===== config.mk =====
export PLATFORM = sky130hd
export DESIGN_NAME = fetch_seq
export DESIGN_NICKNAME = d
export VERILOG_FILES = /design/src/rtl/fetch_seq.sv
export SDC_FILE = /design/constraint.sdc
export NUM_CORES = 1
export LEC_CHECK = 0
export BUFFER_PORTS_ARGS = -buffer_cell sky130_fd_sc_hd__buf_2
export CORE_MARGIN = 2
export CORE_UTILIZATION = 57
export CTS_CLUSTER_DIAMETER = 80
export CTS_CLUSTER_SIZE = 14
export DETAILED_ROUTE_END_ITERATION = 7
export PLACE_DENSITY = 0.95
export RECOVER_POWER = 100
export SETUP_SLACK_MARGIN = 0.2
export SYNTH_ARGS = -nofsm -noshare
export SYNTH_HDL_FRONTEND = slang
export SYNTH_SLANG_ARGS = --single-unit

===== constraint.sdc =====
create_clock -name clk -period 12.76 [get_ports clk]
set_input_delay 3.828 -clock clk [delete_from_list [all_inputs] [get_ports clk]]
set_output_delay 3.828 -clock clk [all_outputs]
set_load 0.1 [all_outputs]

===== src/rtl/fetch_seq.sv =====
// rtl/fetch_seq.sv - byte-serial instruction window fetch sequencer
// Gathers INSTR_BYTES bytes from a combinational memory, then holds the window until the decoder acks.
module fetch_seq #(
  parameter int          IMEM_SIZE   = 256,
  parameter int          INSTR_BYTES = 10,
  parameter logic [63:0] RESET_PC    = 64'd0
) (
  input  logic                     clk,
  input  logic                     rst_n,
  output logic [63:0]              imem_addr,
  output logic                     imem_rd,
  input  logic [7:0]               imem_data,
  output logic [INSTR_BYTES*8-1:0] instr,
  output logic                     instr_valid,
  input  logic                     instr_ack,
  input  logic [63:0]              valP,
  input  logic                     halt,
  input  logic                     invalid_instr,
  input  logic                     mem_error,
  input  logic                     redirect_en,
  input  logic [63:0]              redirect_pc,
  output logic [63:0]              pc,
  output logic [2:0]               state,
  output logic [15:0]              retired
);

  localparam int CNT_W = (INSTR_BYTES > 1) ? $clog2(INSTR_BYTES) : 1;
  localparam logic [CNT_W-1:0] LAST_CNT = CNT_W'(INSTR_BYTES - 1);

  typedef enum logic [2:0] {
    S_IDLE   = 3'd0,
    S_LOAD   = 3'd1,
    S_READY  = 3'd2,
    S_HALTED = 3'd3,
    S_ERROR  = 3'd4
  } state_t;

  state_t           cur, nxt;
  logic [CNT_W-1:0] byte_cnt, cnt_nxt;
  logic [63:0]      pc_nxt;
  logic [64:0]      addr_sum;
  logic             in_range;
  logic             capture;
  logic             retire;
  logic [7:0]       byte_val;

  // A carry out of pc+byte_cnt means the address wrapped, which is never a valid memory byte.
  assign addr_sum    = {1'b0, pc} + 65'(byte_cnt);
  assign in_range    = ~addr_sum[64] && (addr_sum[63:0] < 64'(IMEM_SIZE));
  assign imem_addr   = addr_sum[63:0];
  assign byte_val    = imem_rd ? imem_data : 8'h00;
  assign instr_valid = (cur == S_READY);
  assign state       = cur;

  always_ff @(posedge clk or negedge rst_n) begin
    if (!rst_n) cur <= S_IDLE;
    else        cur <= nxt;
  end

  always_comb begin
    nxt     = cur;
    pc_nxt  = pc;
    cnt_nxt = byte_cnt;
    imem_rd = 1'b0;
    capture = 1'b0;
    retire  = 1'b0;
    case (cur)
      S_IDLE: nxt = S_LOAD;
      S_LOAD: begin
        imem_rd = in_range;
        if (redirect_en) begin
          pc_nxt  = redirect_pc;
          cnt_nxt = '0;
        end else if (byte_cnt == '0 && !in_range) begin
          nxt = S_ERROR;
        end else begin
          capture = 1'b1;
          if (byte_cnt == LAST_CNT) begin
            cnt_nxt = '0;
            nxt     = S_READY;
          end else begin
            cnt_nxt = byte_cnt + 1'b1;
          end
        end
      end
      S_READY: begin
        if (instr_ack) begin
          if (halt) begin
            nxt = S_HALTED;
          end else if (mem_error) begin
            nxt = S_ERROR;
          end else begin
            nxt    = S_LOAD;
            retire = 1'b1;
            if (invalid_instr)    pc_nxt = pc + 64'd1;
            else if (redirect_en) pc_nxt = redirect_pc;
            else                  pc_nxt = valP;
          end
        end
      end
      default: nxt = cur;
    endcase
  end

  always_ff @(posedge clk or negedge rst_n) begin
    if (!rst_n) begin
      pc       <= RESET_PC;
      byte_cnt <= '0;
      instr    <= '0;
      retired  <= 16'd0;
    end else begin
      pc       <= pc_nxt;
      byte_cnt <= cnt_nxt;
      if (retire) retired <= retired + 16'd1;
      for (int i = 0; i < INSTR_BYTES; i++) begin
        if (capture && byte_cnt == CNT_W'(i)) instr[i*8 +: 8] <= byte_val;
      end
    end
  end

endmodule


==> report_table.html, run 1 <==
<table>
<tr><th>Metric</th><th>Value</th></tr>
<tr><th colspan="2">Global route</th></tr>
<tr><td>GRT Util Overall</td><td>42.5%</td></tr>
<tr><td>Most utilized layer in the global route result</td><td>met2</td></tr>
<tr><td>Final global-route overflow total</td><td>0</td></tr>
<tr><td>Number of global-route vias before repair</td><td>12503</td></tr>
<tr><td>Met2 track utilization from global routing</td><td>68.4%</td></tr>
<tr><td>M3 GR Usage</td><td>8.56%</td></tr>
<tr><td>First-pass GRT wire length</td><td>72300 um</td></tr>
<tr><td>Number of antenna violations at the first check in global routing</td><td>2</td></tr>
<tr><td>Pin count of the biggest net entering global routing</td><td>88</td></tr>
<tr><td>Met1 usage</td><td>55.4%</td></tr>
<tr><th colspan="2">Logic synthesis</th></tr>
<tr><td>Async set-reset flop share out of synthesis</td><td>100%</td></tr>
<tr><td>Synthesized area</td><td>12000 um^2</td></tr>
<tr><td>Instance count of the mapped netlist</td><td>1520</td></tr>
<tr><td>Flip-flop and latch count after synthesis</td><td>167</td></tr>
<tr><td>Number of synthesized flops with an enable pin</td><td>0</td></tr>
<tr><td>Post-Syn Nets</td><td>1670</td></tr>
<tr><td>Main flop type after synthesis</td><td>dfrtp_1</td></tr>
<tr><td>Most numerous cell types in the synthesized netlist</td><td>194 x nand2_1, 167 x dfrtp_1, 132 x a21oi_1</td></tr>
<tr><td>Cell with the most instances after synthesis</td><td>nand2_1</td></tr>
<tr><td>Cell type with the largest total area after synthesis</td><td>dfrtp_1</td></tr>
<tr><td>Largest cells by area after synthesis</td><td>dfrtp_1 35%, nand2_1 6.1%, a21oi_1 5.5%</td></tr>
<tr><td>Area share of the largest cell type after synthesis</td><td>34.8%</td></tr>
<tr><td>Count of synthesis-stage warnings from yosys</td><td>0</td></tr>
<tr><td>Seq/Total Area, Yosys</td><td>34.8%</td></tr>
<tr><td>Average instance area after synthesis</td><td>7.89 um^2</td></tr>
<tr><td>Number of distinct library cell variants in the gate-level netlist after synthesis</td><td>78</td></tr>
<tr><th colspan="2">Clock network</th></tr>
<tr><td>Clock latency reported for the late side of the worst-skew pair</td><td>0.44 ns</td></tr>
<tr><td>Number of buffers on the longest clock path</td><td>2</td></tr>
<tr><td>Clock tree root buffer cell</td><td>clkbuf_16</td></tr>
<tr><td>Total CTS buffers</td><td>17</td></tr>
<tr><td>Clock tree from TritonCTS</td><td>yes</td></tr>
<tr><td>Maximum level of the CTS H-tree</td><td>4</td></tr>
<tr><td>Sink count of the clock tree</td><td>167</td></tr>
<tr><td>Post-CTS sizing</td><td>0</td></tr>
<tr><td>Post-CTS Hold Fix Bufs</td><td>0</td></tr>
<tr><td>Post-CTS Setup Inserts</td><td>0</td></tr>
<tr><td>CTS clk-pin slew, worst paths</td><td>0.08 ns</td></tr>
<tr><th colspan="2">Timing</th></tr>
<tr><td>Largest clock skew in the final design</td><td>0.0170 ns</td></tr>
<tr><td>Count of final max-slew check failures</td><td>366</td></tr>
<tr><td>Minimum clock period</td><td>10.25 ns</td></tr>
<tr><td>Slew Limit Headroom</td><td>-236%</td></tr>
<tr><td>Transition time at the pin with the least slew margin</td><td>5.05 ns</td></tr>
<tr><td>Total setup violations reported at the end of the flow</td><td>0</td></tr>
<tr><td>Maximum clock frequency</td><td>97.6 MHz</td></tr>
<tr><td>Final Hold Viols</td><td>0</td></tr>
<tr><td>Setup repair after global routing missed its margin</td><td>no</td></tr>
<tr><td>Final period util</td><td>80.3%</td></tr>
<tr><td>Final-layout setup total negative slack</td><td>0 ns</td></tr>
<tr><th colspan="2">Pwr</th></tr>
<tr><td>Ratio of total power to cell area</td><td>286 nW/um^2</td></tr>
<tr><td>Worst IR drop on VDD</td><td>280 uV</td></tr>
<tr><td>Leak</td><td>5.56 nW</td></tr>
<tr><th colspan="2">Die</th></tr>
<tr><td>Core region area</td><td>20800 um^2</td></tr>
<tr><td>I/O pin cnt</td><td>372</td></tr>
<tr><td>Full die area</td><td>22200 um^2</td></tr>
<tr><td>Die Span Y</td><td>149 um</td></tr>
<tr><td>Standard-cell row count</td><td>53</td></tr>
<tr><td>Initial cell density of the core</td><td>57.6%</td></tr>
<tr><td>Die boundary width</td><td>149 um</td></tr>
<tr><th colspan="2">Layout</th></tr>
<tr><td>Layout Cells excl Fill</td><td>2082</td></tr>
<tr><td>Final Net Count</td><td>1944</td></tr>
<tr><td>Share of post-route cells with drive strength above 1</td><td>13.2%</td></tr>
<tr><td>Diodes inserted</td><td>0</td></tr>
<tr><td>Growth of design area from synthesis to finish</td><td>16.5%</td></tr>
<tr><th colspan="2">Placed design</th></tr>
<tr><td>Count of buffers inserted at the top-level ports</td><td>371</td></tr>
<tr><td>Detailed Place HPWL</td><td>36500 um</td></tr>
<tr><td>Cell count after placement</td><td>2050</td></tr>
<tr><td>Final weighted congestion in routability-driven placement</td><td>1.02</td></tr>
<tr><th colspan="2">Setup path</th></tr>
<tr><td>Worst setup SP type</td><td>flop</td></tr>
<tr><td>Required time at the worst-slack endpoint</td><td>8.93 ns</td></tr>
<tr><td>Data arrival time of the critical path</td><td>6.42 ns</td></tr>
<tr><td>Critical path class</td><td>flop to output pin</td></tr>
<tr><td>Kind of capture point of the worst setup path</td><td>output pin</td></tr>
<tr><td>Maximum fanout along the worst path</td><td>75</td></tr>
<tr><th colspan="2">Routing</th></tr>
<tr><td>Total vias in the final route</td><td>13769</td></tr>
<tr><td>DRC viols</td><td>0</td></tr>
<tr><td>Avg WL per Cell</td><td>23.4 um</td></tr>
<tr><td>Per-cell via count in the routed design</td><td>6.61</td></tr>
<tr><td>WL final</td><td>48700 um</td></tr>
<tr><td>Detail Route Antenna Nets</td><td>0</td></tr>
<tr><td>Pre-Repair DR Iteration Count</td><td>8</td></tr>
<tr><td>Violation count after the first detailed-routing iteration</td><td>1331</td></tr>
<tr><th colspan="2">Min path</th></tr>
<tr><td>Hold Path Class</td><td>flop to flop</td></tr>
<tr><th colspan="2">Outcome</th></tr>
<tr><td>Run status</td><td>finished with violations</td></tr>
<tr><td>Violations in the final reports</td><td>max-capacitance violations, max-slew violations</td></tr>
<tr><th colspan="2">Job</th></tr>
<tr><td>Max_cap viols</td><td>7</td></tr>
</table>
[placed cells by master, fill, tap and decap left out, types with 18 or more instances in the layout]
cell type    n
clkbuf_1   231
nand2_1    193
dfrtp_1    167
buf_2      142
a21oi_1    131
nor2_1     108
o21ai_0     79
nor3_1      76
o31ai_1     70
inv_1       66
xnor2_1     54
nand4_1     45
nand3_1     43
xor2_1      36
o22ai_1     27
o22a_1      19
nor4_1      18
[sequential cells by signal, summed over array words and instances, names as in the netlist]
signal,count
instr,80
pc,64
retired,16
byte_cnt,4
state,3
[critical path: stages (launching register included)]
cell and delay (ns):
dfrtp_1 0.58, ha_1 0.28, inv_1 0.07, fa_1 0.40, nand2b_1 0.21, a2111oi_0 0.84
nand2_1 0.19, or3_1 0.41, a2111oi_0 0.51, nand4_1 0.17, or4_4 0.57, or2_2 0.31
buf_4 0.36, nor2_1 0.19, clkbuf_1 0.88
[final timing paths]
path	slack, ns	endpoint	depth (start not counted)	startpoint
worst max register to register	6.90	instr[6]$_DFFE_PN0P_	12	byte_cnt[0]$_DFFE_PN0P_
min in group asynchronous	5.20	retired[13]$_DFFE_PN0P_	1	rst_n
worst min-delay path	0.48	retired[15]$_DFFE_PN0P_	1	retired[15]$_DFFE_PN0P_
max in group asynchronous	3.60	instr[75]$_DFFE_PN0P_	2	rst_n
worst max-delay path	2.51	imem_rd	14	byte_cnt[0]$_DFFE_PN0P_
worst min register to register	0.48	retired[15]$_DFFE_PN0P_	1	retired[15]$_DFFE_PN0P_
[cell type report]
class                   count  area, um^2
flip-flops and latches    167        4180
well taps                 275         344
inverters                  67         251
fillers                  1842        6850
clock inverters            14         154
clock buffers              18         439
repair buffers            385        1670
multi-input cells        1156        6940
[routing by layer]
layer	share of wire (%)	wire, um
met1	38	18500
met2	46	22400
met3	11	5440
met4	4.9	2390
met5	0.060	29
[where the power goes]
| group | internal (W) | switching [W] |
|---|---|---|
| Clock | 0.000268 | 0.000263 |
| Sequential | 0.000633 | 0.000345 |
| Combinational | 0.000366 | 0.00212 |
| Total | 0.00127 | 0.00273 |
[logic make-up after synthesis]
group / share of synthesized area [%]
AND/OR/NAND/NOR: 25.2
AO/OA/AOI/OAI: 23.3
buffers and inverters: 6.93
flip-flops: 34.8
XOR/XNOR: 6.57
multiplexers: 2.33
adder cells (fa/ha/maj): 0.793
[per-stage QoR]
step           instance area (um^2)  worst slack, ns  util, %  hold WS (ns)  total power (W)
2_1_floorplan                 12000             2.61        -         0.538          0.00298
3_3_place_gp                  13800             3.77     66.0         0.454          0.00347
3_5_place_dp                  13800             3.58     66.0         0.461          0.00348
4_1_cts                       14300             3.12     68.9         0.476          0.00401
5_1_grt                       14000             2.22     67.1         0.506          0.00410
6_report                      14000             2.51     67.1         0.476          0.00400
No activity file was read; power rests on OpenSTA's default activity.
==> run 2: changes to the inputs <==
--- a/config.mk
+++ b/config.mk
@@ -7,11 +7,11 @@
 export LEC_CHECK = 0
 export BUFFER_PORTS_ARGS = -buffer_cell sky130_fd_sc_hd__buf_2
 export CORE_MARGIN = 2
-export CORE_UTILIZATION = 57
+export CORE_UTILIZATION = 48
 export CTS_CLUSTER_DIAMETER = 80
 export CTS_CLUSTER_SIZE = 14
 export DETAILED_ROUTE_END_ITERATION = 7
-export PLACE_DENSITY = 0.95
+export PLACE_DENSITY = 0.89
 export RECOVER_POWER = 100
 export SETUP_SLACK_MARGIN = 0.2
 export SYNTH_ARGS = -nofsm -noshare
==> constraint.sdc (replaced) <==
create_clock -name clk -period 8.95 [get_ports clk]
set_input_delay 2.685 -clock clk [delete_from_list [all_inputs] [get_ports clk]]
set_output_delay 2.685 -clock clk [all_outputs]
set_load 0.1 [all_outputs]
==> report_table.html, run 2 (synthesis gave the netlist of run 1 again) <==
<table>
<tr><th>Metric</th><th>Value</th></tr>
<tr><th colspan="2">Outcome</th></tr>
<tr><td>Run status</td><td>finished with violations</td></tr>
<tr><td>Violations in the final reports</td><td>max-capacitance violations, max-slew violations</td></tr>
<tr><th colspan="2">Setup path</th></tr>
<tr><td>Critical path class</td><td>flop to output pin</td></tr>
<tr><td>Kind of capture point of the worst setup path</td><td>output pin</td></tr>
<tr><td>Reg-to-reg critical path endpoint</td><td>instr[5]$_DFFE_PN0P_</td></tr>
<tr><td>Flop2flop setup slack</td><td>3.11 ns</td></tr>
<tr><td>Required time at the worst-slack endpoint</td><td>6.27 ns</td></tr>
<tr><td>Data arrival time of the critical path</td><td>5.64 ns</td></tr>
<tr><td>Depth of the worst register-to-register path</td><td>12</td></tr>
<tr><td>Worst setup SP type</td><td>flop</td></tr>
<tr><td>Maximum fanout along the worst path</td><td>14</td></tr>
<tr><td>Worst reg2reg path startpoint</td><td>byte_cnt[0]$_DFFE_PN0P_</td></tr>
<tr><th colspan="2">Pwr</th></tr>
<tr><td>Ratio of total power to cell area</td><td>409 nW/um^2</td></tr>
<tr><td>Worst IR drop on VDD</td><td>462 uV</td></tr>
<tr><td>Total power of the final layout</td><td>0.00575 W</td></tr>
<tr><td>Leak</td><td>5.59 nW</td></tr>
<tr><th colspan="2">Timing</th></tr>
<tr><td>Slew Limit Headroom</td><td>-243%</td></tr>
<tr><td>Maximum clock frequency</td><td>120 MHz</td></tr>
<tr><td>Final period util</td><td>93.1%</td></tr>
<tr><td>Worst hold margin</td><td>0.470 ns</td></tr>
<tr><td>Final-layout setup total negative slack</td><td>0 ns</td></tr>
<tr><td>Final Hold Viols</td><td>0</td></tr>
<tr><td>Setup repair after global routing missed its margin</td><td>no</td></tr>
<tr><td>Final WS setup</td><td>0.621 ns</td></tr>
<tr><td>Total setup violations reported at the end of the flow</td><td>0</td></tr>
<tr><td>Count of final max-slew check failures</td><td>371</td></tr>
<tr><td>Transition time at the pin with the least slew margin</td><td>5.14 ns</td></tr>
<tr><td>Minimum clock period</td><td>8.33 ns</td></tr>
<tr><td>Largest clock skew in the final design</td><td>0.0192 ns</td></tr>
<tr><th colspan="2">Layout</th></tr>
<tr><td>Biggest register</td><td>instr</td></tr>
<tr><td>Largest registers</td><td>instr: 80 flops, pc: 64 flops, retired: 16 flops</td></tr>
<tr><td>Commonest non-fill, non-tap cells in the layout</td><td>232 x clkbuf_1, 193 x nand2_1, 167 x dfrtp_1</td></tr>
<tr><td>Final Net Count</td><td>1945</td></tr>
<tr><td>Growth of design area from synthesis to finish</td><td>17.4%</td></tr>
<tr><td>Most common library cell in the layout ignoring fill and taps</td><td>clkbuf_1</td></tr>
<tr><td>Share of post-route cells with drive strength above 1</td><td>13.2%</td></tr>
<tr><td>Max FFs per register</td><td>80</td></tr>
<tr><th colspan="2">Global route</th></tr>
<tr><td>Pin count of the biggest net entering global routing</td><td>103</td></tr>
<tr><td>Number of antenna violations at the first check in global routing</td><td>3</td></tr>
<tr><td>GRT Util Overall</td><td>36.4%</td></tr>
<tr><td>Final global-route overflow total</td><td>0</td></tr>
<tr><td>Number of global-route vias before repair</td><td>12644</td></tr>
<tr><td>First-pass GRT wire length</td><td>73500 um</td></tr>
<tr><th colspan="2">Routing</th></tr>
<tr><td>Total vias in the final route</td><td>13568</td></tr>
<tr><td>DRC viols</td><td>0</td></tr>
<tr><td>Per-cell via count in the routed design</td><td>6.36</td></tr>
<tr><td>Detail Route Antenna Nets</td><td>0</td></tr>
<tr><td>Avg WL per Cell</td><td>22.8 um</td></tr>
<tr><td>Violation count after the first detailed-routing iteration</td><td>1700</td></tr>
<tr><td>WL final</td><td>48700 um</td></tr>
<tr><td>Pre-Repair DR Iteration Count</td><td>6</td></tr>
<tr><th colspan="2">Clock network</th></tr>
<tr><td>Clock tree from TritonCTS</td><td>yes</td></tr>
<tr><td>Number of buffers on the longest clock path</td><td>2</td></tr>
<tr><td>Post-CTS Hold Fix Bufs</td><td>0</td></tr>
<tr><td>Post-CTS Setup Inserts</td><td>0</td></tr>
<tr><td>Clock latency reported for the late side of the worst-skew pair</td><td>0.43 ns</td></tr>
<tr><td>Total CTS buffers</td><td>17</td></tr>
<tr><td>Clock tree root buffer cell</td><td>clkbuf_16</td></tr>
<tr><td>CTS clk-pin slew, worst paths</td><td>0.07 ns</td></tr>
<tr><td>Sink count of the clock tree</td><td>167</td></tr>
<tr><td>Maximum level of the CTS H-tree</td><td>4</td></tr>
<tr><td>Post-CTS sizing</td><td>0</td></tr>
<tr><th colspan="2">Die</th></tr>
<tr><td>I/O pin cnt</td><td>372</td></tr>
<tr><td>Standard-cell row count</td><td>57</td></tr>
<tr><td>Initial cell density of the core</td><td>49.2%</td></tr>
<tr><td>Die Span Y</td><td>162 um</td></tr>
<tr><td>Full die area</td><td>26300 um^2</td></tr>
<tr><td>Core region area</td><td>24400 um^2</td></tr>
<tr><td>Die boundary width</td><td>162 um</td></tr>
<tr><th colspan="2">Min path</th></tr>
<tr><td>HP Start</td><td>retired[15]$_DFFE_PN0P_</td></tr>
<tr><td>Hold Path Cell Cnt</td><td>1</td></tr>
<tr><td>Hold Path Class</td><td>flop to flop</td></tr>
<tr><td>Worst-case hold path end point</td><td>retired[15]$_DFFE_PN0P_</td></tr>
<tr><th colspan="2">Placed design</th></tr>
<tr><td>Final weighted congestion in routability-driven placement</td><td>1.04</td></tr>
<tr><td>Pre-CTS setup slack</td><td>1.31 ns</td></tr>
<tr><td>Count of buffers inserted at the top-level ports</td><td>371</td></tr>
<tr><td>Detailed Place HPWL</td><td>36600 um</td></tr>
<tr><th colspan="2">Job</th></tr>
<tr><td>Max_cap viols</td><td>7</td></tr>
</table>
==> run 2: area by class of cell <==
class,instances,area [um^2]
diodes,2,5.00
clock buffers,18,429
clock inverters,13,191
fillers,2352,10300
inverters,67,251
multi-input cells,1156,6950
flip-flops and latches,167,4180
well taps,324,405
repair buffers,386,1680
==> run 2: power by group <==
part | internal [W] | switching, W
sequential | 0.000903 | 0.000483
clock | 0.000449 | 0.000363
combinational | 0.000523 | 0.00303
total | 0.00188 | 0.00388
==> run 2: layer usage <==
| metal | GRT usage [%] | vias to the layer above | share of wire, % |
|---|---|---|---|
| met3 | 6.59 | 165 | 9.9 |
| met5 | 0 | - | 0.025 |
| li1 | - | 6051 | - |
| met1 | 47.2 | 6425 | 39 |
| met2 | 58.9 | 925 | 46 |
| met4 | 17.6 | 2 | 5.4 |
==> run 2: worst max-delay path by stage <==
stage	cells after the start	to	slack (ns)	start
2_1_floorplan	13	imem_rd	0.40	pc[0]$_DFFE_PN0P_
3_3_place_gp	13	imem_rd	1.38	byte_cnt[0]$_DFFE_PN0P_
3_5_place_dp	13	imem_rd	1.31	byte_cnt[0]$_DFFE_PN0P_
4_1_cts	13	imem_rd	0.83	byte_cnt[0]$_DFFE_PN0P_
5_1_grt	13	imem_rd	0.28	byte_cnt[0]$_DFFE_PN0P_
6_report	13	imem_rd	0.62	byte_cnt[0]$_DFFE_PN0P_
==> run 2: worst max-delay path, cell delays in order (launching register included) <==
cell	delay, ns
dfrtp_1	0.57
ha_1	0.27
inv_1	0.07
fa_1	0.41
nand2b_1	0.22
a21o_1	0.27
nor4_1	1.12
and4b_1	0.34
o21bai_1	0.07
a2111oi_0	0.52
nand4_1	0.33
or2_2	0.39
nor2_2	0.18
buf_2	0.46
==> run 2: per-stage QoR <==
stage / area [um^2] / instances / util [%]
6_report: 14100 / 2133 / 57.7
5_1_grt: 14100 / 2133 / 57.7
4_1_cts: 14500 / 2131 / 59.2
3_5_place_dp: 13800 / 2100 / 56.7
3_3_place_gp: 13800 / 2100 / 56.7
2_1_floorplan: 12000 / 1520 / -
